[config.mk]
export PLATFORM = sky130hd
export DESIGN_NAME = lfsr_multistep_flat
export DESIGN_NICKNAME = d
export VERILOG_FILES = /design/src/rtl/lfsr_multistep_if.sv /design/src/rtl/lfsr_multistep.sv /design/src/flat_wrapper.sv
export SDC_FILE = /design/constraint.sdc
export NUM_CORES = 1
export LEC_CHECK = 0
export BUFFER_PORTS_ARGS = -buffer_cell sky130_fd_sc_hd__buf_2
export CAP_MARGIN = 20
export CORE_AREA = 2 2 39 41
export DETAILED_ROUTE_END_ITERATION = 7
export DIE_AREA = 0 0 41 43
export PLACE_DENSITY = 0.65
export SYNTH_ARGS = -nofsm -noshare
export SYNTH_HDL_FRONTEND = slang
export SYNTH_SLANG_ARGS = --single-unit
export TNS_END_PERCENT = 10
[constraint.sdc]
create_clock -name clk -period 1.6 [get_ports clk]
set_input_delay 0.24 -clock clk [delete_from_list [all_inputs] [get_ports clk]]
set_output_delay 0.24 -clock clk [all_outputs]
set_load 0.02 [all_outputs]
[src/rtl/lfsr_multistep_if.sv]
// Handshake bundle for lfsr_multistep: advance/load controls in, state and wrap pulse out.
// The master side drives en/load/seed; the slave side (the generator) drives value/wrap.
interface lfsr_multistep_if #(
    parameter int WIDTH = 8
);
    logic             en;
    logic             load;
    logic [WIDTH-1:0] seed;
    logic [WIDTH-1:0] value;
    logic             wrap;

    modport master (
        output en,
        output load,
        output seed,
        input  value,
        input  wrap
    );

    modport slave (
        input  en,
        input  load,
        input  seed,
        output value,
        output wrap
    );
endinterface

[src/rtl/lfsr_multistep.sv]
// Extended XNOR LFSR (period 2^WIDTH) advancing STEPS positions per enabled cycle, with wrap pulse.
// Seed loading is compiled in only when LFSR_SEED_LOAD_EN is defined.
module lfsr_multistep #(
    parameter int WIDTH = 8,
    parameter int STEPS = 1
) (
    input logic           clk,
    input logic           rst,
    lfsr_multistep_if.slave bus
);

    if (WIDTH < 3 || WIDTH > 32) begin : g_bad_width
        $error("lfsr_multistep: WIDTH must be in 3..32");
    end
    if (STEPS < 1 || STEPS > WIDTH) begin : g_bad_steps
        $error("lfsr_multistep: STEPS must be in 1..WIDTH");
    end

    // XNOR tap masks indexed by width, bit n set for zero-based tap n.
    localparam logic [31:0] TAP_TABLE [3:32] = '{
        32'h0000_0006, 32'h0000_000C, 32'h0000_0014, 32'h0000_0030,
        32'h0000_0060, 32'h0000_00B8, 32'h0000_0110, 32'h0000_0240,
        32'h0000_0500, 32'h0000_0829, 32'h0000_100D, 32'h0000_2015,
        32'h0000_6000, 32'h0000_D008, 32'h0001_2000, 32'h0002_0400,
        32'h0004_0023, 32'h0009_0000, 32'h0014_0000, 32'h0030_0000,
        32'h0042_0000, 32'h00E1_0000, 32'h0120_0000, 32'h0200_0023,
        32'h0400_0013, 32'h0900_0000, 32'h1400_0000, 32'h2000_0029,
        32'h4800_0000, 32'h8020_0003
    };

    localparam logic [WIDTH-1:0] TAP_MASK = TAP_TABLE[WIDTH][WIDTH-1:0];

    // The AND term flips feedback at 0111..1 so the all-ones state is spliced into the cycle.
    function automatic logic [WIDTH-1:0] lfsr_step(input logic [WIDTH-1:0] v);
        logic fb;
        fb = ~(^(v & TAP_MASK)) ^ (&v[WIDTH-2:0]);
        return {v[WIDTH-2:0], fb};
    endfunction

    logic [WIDTH-1:0] step_state;
    logic             step_wrap;
    logic [WIDTH-1:0] next_value;
    logic             next_wrap;

    always_comb begin
        step_state = bus.value;
        step_wrap  = 1'b0;
        for (int k = 0; k < STEPS; k++) begin
            step_state = lfsr_step(step_state);
            if (step_state == '0) begin
                step_wrap = 1'b1;
            end
        end
    end

    // Load outranks en; a loaded seed never raises wrap, even when it is zero.
    always_comb begin
        next_value = bus.value;
        next_wrap  = 1'b0;
`ifdef LFSR_SEED_LOAD_EN
        if (bus.load) begin
            next_value = bus.seed;
        end else if (bus.en) begin
            next_value = step_state;
            next_wrap  = step_wrap;
        end
`else
        if (bus.en) begin
            next_value = step_state;
            next_wrap  = step_wrap;
        end
`endif
    end

`ifndef LFSR_SEED_LOAD_EN
    logic unused_load_inputs;
    assign unused_load_inputs = ^{bus.load, bus.seed};
`endif

    always_ff @(posedge clk or posedge rst) begin
        if (rst) begin
            bus.value <= '0;
            bus.wrap  <= 1'b0;
        end else begin
            bus.value <= next_value;
            bus.wrap  <= next_wrap;
        end
    end

endmodule

[src/flat_wrapper.sv]
// flat-port wrapper written by rule: the top's interface ports become plain ports
module lfsr_multistep_flat 
#(
    parameter int WIDTH = 8,
    parameter int STEPS = 1
)
  (clk, rst, bus_en, bus_load, bus_seed, bus_value, bus_wrap);
  lfsr_multistep_if #(.WIDTH(WIDTH)) bus_i ();
  input logic clk;
  input logic rst;
  input wire logic [$bits(bus_i.en)-1:0] bus_en;
  input wire logic [$bits(bus_i.load)-1:0] bus_load;
  input wire logic [$bits(bus_i.seed)-1:0] bus_seed;
  output wire logic [$bits(bus_i.value)-1:0] bus_value;
  output wire logic [$bits(bus_i.wrap)-1:0] bus_wrap;
  assign bus_i.en = bus_en;
  assign bus_i.load = bus_load;
  assign bus_i.seed = bus_seed;
  assign bus_value = bus_i.value;
  assign bus_wrap = bus_i.wrap;
  lfsr_multistep #(.WIDTH(WIDTH), .STEPS(STEPS)) u_core (.clk(clk), .rst(rst), .bus(bus_i));
endmodule
## Word-level counts from Yosys, hierarchy flattened

Index checks and enable logic that the tools add are counted.
Widths: inputs -> output; s select.

| cells by class | value |
|---|---|
| muxes and demuxes | 2 |
| bitwise gates (word level) | 2 |
| reductions and logical operators | 3 |

Operator list:

| cell | number |
|---|---|
| $logic_not 8->1 | 1 |
| $reduce_xor 8->1 | 1 |
| $reduce_and 7->1 | 1 |
| $mux 1 | 2 |
| $not 1->1 | 1 |
| $xor 1x1->1 | 1 |

| word-level totals | value |
|---|---|
| register bits | 9 |
| bits of input ports | 12 |
| output and inout port bits | 9 |
| word-level logic and storage cells | 9 |

## Logic depth before layout (Yosys ltp)

Gate-level depths: netlist (run 1).

| depth | value |
|---|---|
| depth after elaboration | 6 |
| mapped depth | 4 |
| gate-level depth less buffers | 4 |

## Worst setup path before layout (run 1)

No wires, ideal clock.

| timing path | value |
|---|---|
| kind | register -> register |
| from | reg u_core.bus.value[4] |
| to | reg u_core.bus.value[0] |
| setup time | 0.120 ns |
| arrival time | 1.274 ns |
| data required time | 1.480 ns |
| slack | 0.206 ns |
| stages on the path, launching flop included | 5 |
| buffers on the path | 0 |
| period minus slack after synthesis | 1.394 ns |
| cells stage by stage | dfrtp_1 ha_1 xnor3_1 a31o_1 a31o_1 |

| on the way | value |
|---|---|
| word-level cells in the longest chain between the ends | 3 |
| elaborated cells on any way between the ends | 4 |
| those cells by class | 2 x bitwise; 2 x reduce/logical |

RTL lines:

| what | line | RTL |
|---|---|---|
| start: declaration | lfsr_multistep_if.sv:24 | `output value,` |
| start signal: assignment | lfsr_multistep.sv:85 | `bus.value <= next_value;` |
| $reduce_xor 8->1 | lfsr_multistep.sv:36 | `fb = ~(^(v & TAP_MASK)) ^ (&v[WIDTH-2:0]);` |
| $not 1->1 | lfsr_multistep.sv:36 |  |
| $xor 1x1->1 * | lfsr_multistep.sv:36 |  |

Every way passes the cells marked *; elsewhere a longest branch is shown, timed or not.
A chain may end at the register's enable or synchronous reset.

## Final worst setup path (run 1)

| timing path | value |
|---|---|
| from | reg u_core.bus.value[5] |
| to | reg u_core.bus.value[0] |

The elaborated chain is that of the path after synthesis.

==> results of run 1 <==
sequential cells by signal, indices dropped and copies added, names as in the netlist:
| name | cells |
|---|---|
| u_core.bus.value | 8 |
| u_core.bus.wrap | 1 |
layout make-up:
class                           count  area [µm²]  area share, %
Inverter                            1        3.75          0.714
Sequential cell                     9         225           42.9
Tap cell                           16        20.0           3.81
Multi-Input combinational cell     18         178           33.8
Timing Repair Buffer               13        72.6           13.8
Clock buffer                        4        26.3           5.00
worst max-delay path: stages (launching register included):
cell     delay, ns
dfrtp_1       0.42
ha_1          0.30
xnor3_1       0.23
a31o_1        0.21
a31o_1        0.20
layout by cell type, fill, tap and decap left out, types with 2 or more instances in the layout:
cell type  count
mux2_2         7
a31o_1         2
buf_2         11
dfrtp_1        9
clkbuf_4       3
stage by stage:
stage / worst slack [ns] / instance area [µm²]
global placement: 0.150 / 489
global route: 0.0506 / 526
floorplan: 0.206 / 464
CTS: 0.139 / 526
finish: 0.134 / 526
detailed placement: 0.154 / 489
how the worst min path moves through the flow:
stage          startpoint                   to  slack, ns  depth (start not counted)
2_1_floorplan         rst  u_core.bus.value[0]       0.07                          1
3_3_place_gp          rst  u_core.bus.value[5]       0.21                          2
3_5_place_dp          rst  u_core.bus.value[7]       0.23                          2
4_1_cts            bus_en  u_core.bus.value[0]       0.37                          2
5_1_grt            bus_en  u_core.bus.value[0]       0.39                          2
6_report           bus_en  u_core.bus.value[0]       0.38                          2
cells by family (layout without fill, tap and decap cells):
| kind of cell | count (synthesis) | after routing | synth area share (%) |
|---|---|---|---|
| flops | 9 | 9 | 48.5 |
| buf+inv | 9 | 18 | 13.2 |
| mux | 7 | 7 | 17.0 |
| simple gates | 6 | 6 | 8.90 |
| compound gates | 3 | 3 | 4.85 |
| fa+ha+maj | 1 | 1 | 2.69 |
| xor+xnor | 1 | 1 | 4.85 |
per-layer routing:
| metal | vias to the layer above | wire [µm] |
|---|---|---|
| met5 | - | 0 |
| met4 | 0 | 38 |
| met3 | 4 | 32 |
| met2 | 9 | 346 |
| met1 | 144 | 313 |
| li1 | 141 | - |
where the power goes:
group          total [mW]  switching, mW  internal [mW]
Clock               0.180         0.0833         0.0964
Combinational       0.589          0.289          0.300
Sequential          0.440          0.108          0.332
Total                1.21          0.480          0.729
what timing repair did:
item	4_1_cts	5_1_grt
hold endpoints to repair	9	0
gates resized for setup	0	0
hold buffers	1	0
==> run metrics, run 1 <==
status finished, final reports clean; r2r startpoint u_core.bus.value[5]; Crit path required time 1.75 ns; htree depth 1; Design Power 1.21 mW; Clock Sinks 9; synth top area cells dfrtp_1, mux2_2, buf_4; Mapped Cells 36; Root Driver clkbuf_4; all-layer global routing usage 11.7%; fin crit share 91.6%; post-synthesis sequential area ratio 48.5%; first-pass GRT wire length 1260 µm; prevailing post-synth register cell dfrtp_1; antenna cell count 0; Commonest cells post-synth dfrtp_1, buf_4, mux2_2, a31o_1; count leader, synth dfrtp_1; R2R setup slack 0.13 ns; Final Util 38.0%; Fmax achieved 682 MHz; Die Wd 41 µm; largest net degree at the start of global routing 11; number of synthesized flops with an enable pin 0; Vias 298; Slew headroom 75.6%; per-cell routed wire length 12.0 µm; # setup viols final 0; critical path capture point type flop; Hold Crit Class input pin to flop; drt drc 0; M1 GR Usage 12.8%; GRT met3 Usage 4.71%; synthesis-stage register bit count 9; Post-Layout Cell Count 61; top cell type's share of synthesized area 48.5%; total congestion overflow 0; Initial Utilization 33.5%; Pre-Repair DR Iteration Count 1; max cap viols 0; Mean Syn Cell Area 12.9 µm²; 1st-iter DRT viols 0; CP startpoint u_core.bus.value[5]; clock latency on the worst-skew pair 0.26 ns; Critical Path Start Type flop; worst r2r path cells 4; Area growth, synth to finish 13.2%; Final #Nets 59; RR Endpoint u_core.bus.value[0]; Worst Skew 0.00139 ns; clock tree buffer depth 2; Die H 43 µm; Final min period 1.47 ns; CTS tree built; Power Density 2300 mW/mm²; number of global-route vias before repair 284; full die area 0.00176 mm²; synth unique cells 15; area leader, netlist dfrtp_1; RSZ-0062 raised after global routing false; Pleak 0.254 nW; IO buf count 11; core area 0.00138 mm²; num rows 14; Hold Vio Cnt, Final 0; measured slew at the worst slew-check pin 0.365 ns; final wirelength 731 µm; YS warnings 0; Cell Area, Synth 464 µm²; dpl cells 56; filler instances 149; share of post-route cells with drive strength above 1 51.1%; Worst setup endpoint u_core.bus.value[0]; Synthesized Nets 49; Vias/cell 4.89; setup_tns 0 ns; Post-CTS Setup Repair Bufs 0; FFs w/ async S/R, synth 100%; gr busiest metal met2; I/O Pins 21; antenna violations before repair 0; CP Max Fanout 5; worst vdd rail ir drop 0.000506 V; GP Congestion 0.671; worst hold margin 0.378 ns; TritonCTS buffer count 3; Max Slew Vio Count 0; Worst-path clk slew 0.06 ns; antenna viol nets, final 0; WS Path Type flop to flop; critical path arrival 1.62 ns; met2 Use GR 14.7%
(Power assumes the default switching activity.)
==> inputs of run 2 (changes only) <==
- MAX_ROUTING_LAYER: unset -> met4
- SETUP_SLACK_MARGIN: unset -> 0.05
==> run 2 against run 1 <==
  * Core utilization unchanged
  * Critical path depth unchanged
  * First-iteration DRC count unchanged
  * Final cell count is the same
  * Total power down 0.16%
  * Fmax is essentially flat
  * Register-to-register slack is essentially flat
  * Hold slack better by 0.0018 ns
  * Design area stayed put
  * Non-clock buffer count did not move
  * Worst setup slack improved by 0.0012 ns
  * Sequential power about the same
  * Critical path type unchanged
  * Critical endpoint unchanged
  * Largest cell class unchanged
==> run metrics, run 2 (synthesized netlist as in run 1, its figures left out) <==
full die area 0.00176 mm² (unchanged); critical path arrival 1.62 ns (about the same); setup_tns 0 ns (unchanged); Vias/cell 4.90 (+0.34%); Pleak 0.254 nW (unchanged); antenna cell count 0 (unchanged); CP Max Fanout 5 (unchanged); CP peak stage delay 0.42 ns (about the same); setup ws final 0.135 ns (+0.00123 ns); Die Wd 41 µm (unchanged); critical path capture point type flop; commonest non-fill, non-tap cell in the layout buf_2; Crit path required time 1.75 ns (about the same); Top reg by flops u_core.bus.value; Worst Setup Slack post-DPL 0.154 ns (unchanged); Pre-Repair DR Iteration Count 1 (unchanged); Final min period 1.46 ns (-0.00123 ns); drt drc 0 (unchanged); total congestion overflow 0 (unchanged); Largest regs u_core.bus.value (8), u_core.bus.wrap (1); Die H 43 µm (unchanged); core area 0.00138 mm² (unchanged); Hold Vio Cnt, Final 0 (unchanged); antenna violations before repair 0 (unchanged); largest net degree at the start of global routing 11 (unchanged); Hold Crit Class input pin to flop; 1st-iter DRT viols 0 (unchanged); clock latency on the worst-skew pair 0.26 ns (about the same); Worst Skew 0.00142 ns (+0.0000358 ns); r2r startpoint u_core.bus.value[5]; R2R setup slack 0.14 ns (about the same); Fmax achieved 683 MHz (about the same); Worst-path clk slew 0.06 ns (about the same); worst vdd rail ir drop 0.000506 V (about the same); CP most frequent cell a31o_1; # setup viols final 0 (unchanged); Final Util 38.0% (unchanged); htree depth 1 (unchanged); Vias 299 (+0.34%); critical path's slowest cell dfrtp_1; all-layer global routing usage 12.0% (+0.29 points); status finished, final reports clean; Initial Utilization 33.5% (unchanged); worst r2r path cells 4 (unchanged); TritonCTS buffer count 3 (unchanged); Max Slew Vio Count 0 (unchanged); Worst setup endpoint u_core.bus.value[0]; RSZ-0062 raised after global routing false; filler instances 149 (unchanged); Clock Sinks 9 (unchanged); Post-CTS Setup Repair Bufs 0 (unchanged); measured slew at the worst slew-check pin 0.366 ns (+0.0000852 ns); per-cell routed wire length 12.0 µm (-0.27%); most frequent cells in the layout buf_2, dfrtp_1, mux2_2, clkbuf_4, a31o_1; CTS tree built; Slew headroom 75.6% (about the same); fin crit share 91.6% (about the same); clock tree buffer depth 2 (unchanged); worst hold margin 0.380 ns (+0.00185 ns); Root Driver clkbuf_4; first-pass GRT wire length 1260 µm (-0.55%); I/O Pins 21 (unchanged); final wirelength 729 µm (-0.27%); GP Congestion 0.677 (+0.98%); share of post-route cells with drive strength above 1 51.1% (unchanged); WS Path Type flop to flop; max cap viols 0 (unchanged); RR Endpoint u_core.bus.value[0]; IO buf count 11 (unchanged); Critical Path Start Type flop; CP startpoint u_core.bus.value[5]; post-route cell area 526 µm² (unchanged); number of global-route vias before repair 284 (unchanged); Final #Nets 59 (unchanged); num rows 14 (unchanged); Placed Area 489 µm² (unchanged); antenna viol nets, final 0 (unchanged); Power Density 2300 mW/mm² (-0.16%); max reg flops 8 (unchanged); Area growth, synth to finish 13.2% (unchanged); cells along the critical path ha_1 > xnor3_1 > a31o_1 > a31o_1
==> run 2: cell counts in the layout (fill, tap and decap cells not counted) <==
No cell type changed its count.
==> run 2: worst max-delay path: cells and delay by family (launching register included) <==
family / cells / cell delay, ns
compound gates: 2 / 0.41
xor+xnor: 1 / 0.23
fa+ha+maj: 1 / 0.30
flops: 1 / 0.42
==> run 2: final cells by class <==
type	count	area, µm²	area share (%)
flip-flops and latches	9	225	42.9
clock buffers	4	26.3	5.00
multi-input cells	18	178	33.8
inverters	1	3.75	0.714
repair buffers	13	72.6	13.8
well taps	16	20.0	3.81
==> run 2: worst min path at each step <==
stage | cells after the start | start | to
after detailed placement | 2 | rst | u_core.bus.value[7]
after global placement | 2 | rst | u_core.bus.value[5]
after CTS | 2 | bus_en | u_core.bus.value[0]
final | 2 | bus_en | u_core.bus.value[0]
after floorplan | 1 | rst | u_core.bus.value[0]
after global routing | 2 | bus_en | u_core.bus.value[0]
==> run 2: report_power, final <==
part	switching [mW]	internal, mW
logic	0.288	0.300
clock network	0.0822	0.0963
registers	0.108	0.332
total	0.478	0.729
==> run 2: repair_timing <==
| action | CTS | global route |
|---|---|---|
| endpoints found under the setup margin | 0 | 0 |
| hold endpoints to repair | 9 | 0 |
| gates resized for setup | 0 | 0 |
| hold buffers | 1 | 0 |
==> run 2: metrics by stage <==
step	cells	total power, mW
2_1_floorplan	36	0.983
3_3_place_gp	56	1.03
3_5_place_dp	56	1.04
4_1_cts	61	1.22
5_1_grt	61	1.32
6_report	61	1.21
==> run 2: per-layer routing <==
| metal | track usage [%] | share of wire [%] |
|---|---|---|
| met4 | 14.0 | 5.1 |
| met1 | 12.8 | 43 |
| met3 | 4.71 | 4.4 |
| met2 | 14.7 | 47 |
| met5 | - | 0 |
==> inputs of run 3 (changes only) <==
- BUFFER_PORTS_ARGS: -buffer_cell sky130_fd_sc_hd__buf_2 -> unset
- DONT_BUFFER_PORTS: unset -> 1
- PLACE_DENSITY: 0.65 -> 0.52
==> run 3 against run 2 <==
  * Register-to-register slack got worse by 0.06 ns
  * Combinational power fell by 3%
  * Clock-buffer cell count did not move
  * Worst setup slack got worse by 0.058 ns
  * Fmax fell by 3.8%
  * Clock skew rose by 0.0014 ns
  * Critical endpoint unchanged
  * Highest routed layer unchanged
==> run metrics, run 3 (synthesized netlist as in run 1, its figures left out) <==
Vias/cell 5.07 (+3.5%); Pleak 0.225 nW (-11%); Post-Layout Cell Count 54 (-11%); drt drc 0 (unchanged); core area 0.00138 mm² (unchanged); Power Density 2420 mW/mm² (+5.4%); CP startpoint u_core.bus.value[4]; Largest regs u_core.bus.value (8), u_core.bus.wrap (1); full die area 0.00176 mm² (unchanged); setup_tns 0 ns (unchanged); Clock Sinks 9 (unchanged); Max Slew Vio Count 0 (unchanged); worst vdd rail ir drop 0.000748 V (+48%); I/O Pins 21 (unchanged); htree depth 1 (unchanged); switching share of power 40.0% (+0.40 points); max reg flops 8 (unchanged); num rows 14 (unchanged); hold path start bus_en; status finished, final reports clean; Die H 43 µm (unchanged); total congestion overflow 0 (unchanged); Design Power 1.24 mW (+3.1%); Hold Crit Class input pin to flop; P_sw 0.498 mW (+4.2%); measured slew at the worst slew-check pin 0.335 ns (-0.0302 ns); Slew headroom 77.6% (+2.0 points); Post-CTS Setup Repair Bufs 0 (unchanged); antenna violations before repair 0 (unchanged); Flop pwr share 40.6% (+4.1 points); RSZ-0062 raised after global routing false; # setup viols final 0 (unchanged); Vias 274 (-8.4%); TritonCTS buffer count 3 (unchanged); Crit path required time 1.74 ns (about the same); Fmax achieved 657 MHz (-3.8%); CTS tree built; clock tree buffer depth 2 (unchanged); Clock power frac 13.7% (-1.1 points); Top reg by flops u_core.bus.value; 1st-iter DRT viols 1 (+1); GP Congestion 0.763 (+13%); setup ws final 0.0771 ns (-0.0580 ns); per-cell routed wire length 14.6 µm (+23%); CP Max Fanout 3 (-2); clock latency on the worst-skew pair 0.25 ns (about the same); largest net degree at the start of global routing 11 (unchanged); Gate power share 45.7% (-3.0 points); IO buf count 0 (-11); first-pass GRT wire length 1210 µm (-3.8%); Pre-Repair DR Iteration Count 2 (+1); critical path arrival 1.67 ns (+0.05 ns); Critical Path Start Type flop; Hold Vio Cnt, Final 0 (unchanged); most frequent cells in the layout dfrtp_1, mux2_2, buf_4, clkbuf_4, a31o_1; Final min period 1.52 ns (+0.0580 ns); Cell Int Power 0.746 mW (+2.4%); Die Wd 41 µm (unchanged); Worst-path clk slew 0.06 ns (about the same); antenna cell count 0 (unchanged); Worst Skew 0.00284 ns (+0.00142 ns); Initial Utilization 33.5% (unchanged); dpl cells 49 (-13%); share of post-route cells with drive strength above 1 47.4% (-3.7 points); fin crit share 95.2% (+3.6 points); all-layer global routing usage 11.3% (-0.70 points); critical path capture point type flop; WS Path Type flop to flop; Area growth, synth to finish 10.8%; Worst Setup Slack post-DPL 0.0367 ns (-0.117 ns); commonest non-fill, non-tap cell in the layout dfrtp_1; Root Driver clkbuf_4; max cap viols 0 (unchanged); antenna viol nets, final 0 (unchanged); dpl hpwl 626 µm; final wirelength 791 µm (+8.5%); r2r startpoint u_core.bus.value[4]; number of global-route vias before repair 277 (-2.5%); Final #Nets 52 (-12%)
run 3: changes by cell type in the layout (fill, tap and decap cells not counted):
cell | previous run | this run
buf_2 | 11 | 0
buf_4 | 1 | 5
dfrtp_1 | 9 | 8
dfrtp_2 | 0 | 1
ha_1 | 1 | 0
ha_4 | 0 | 1
run 3: critical path, stage by stage, from the launching register on:
cell     delay (ns)
dfrtp_2        0.48
ha_4           0.29
xnor3_1        0.22
a31o_1         0.22
a31o_1         0.20
run 3: power groups by stage:
stage	Sequential [mW]	Clock [mW]	Combinational, mW
final	0.506	0.171	0.568
after floorplan	0.446	0	0.537
after detailed placement	0.499	0	0.545
after CTS	0.497	0.182	0.548
after global routing	0.523	0.198	0.603
after global placement	0.491	0	0.529
run 3: cell type report:
class                      instances  area, µm²
fill                             141        870
sequential                         9        226
multi-input combinational         18        190
timing repair buffer               6       47.5
clock buffer                       4       26.3
tap                               16       20.0
inverter                           1       3.75
run 3: final timing paths:
kind	end	slack, ns	cells after the start
setup reg to reg	u_core.bus.value[0]	0.08	4
hold reg to reg	u_core.bus.value[1]	0.69	2
max in group asynchronous	u_core.bus.value[4]	0.96	2
setup / recovery	u_core.bus.value[0]	0.08	4
min in group asynchronous	u_core.bus.value[5]	0.38	2
hold / removal	u_core.bus.value[0]	0.13	1
run 3: per-stage QoR:
step	util, %	cell area, µm²	hold slack, ns
3_5_place_dp	33.5	464	0.113
6_report	37.2	514	0.129
3_3_place_gp	33.5	464	0.109
2_1_floorplan	-	464	0.0679
4_1_cts	36.3	502	0.118
5_1_grt	37.2	514	0.113
run 3: what timing repair did:
action                                 4_1_cts  5_1_grt
hold buffers                                 1        0
setup endpoints to repair                    1        1
pin swaps                                    0        0
gates resized for setup                      1        1
endpoints found under the hold margin        9        0
run 3: layer usage:
metal	routed length (µm)	vias to the layer above	share of wire, %	GRT usage (%)
li1	-	126	-	-
met1	271	137	34	10.3
met2	438	9	55	15.9
met3	76	2	9.6	6.28
met4	4	0	0.51	10.0
met5	0	-	0	-
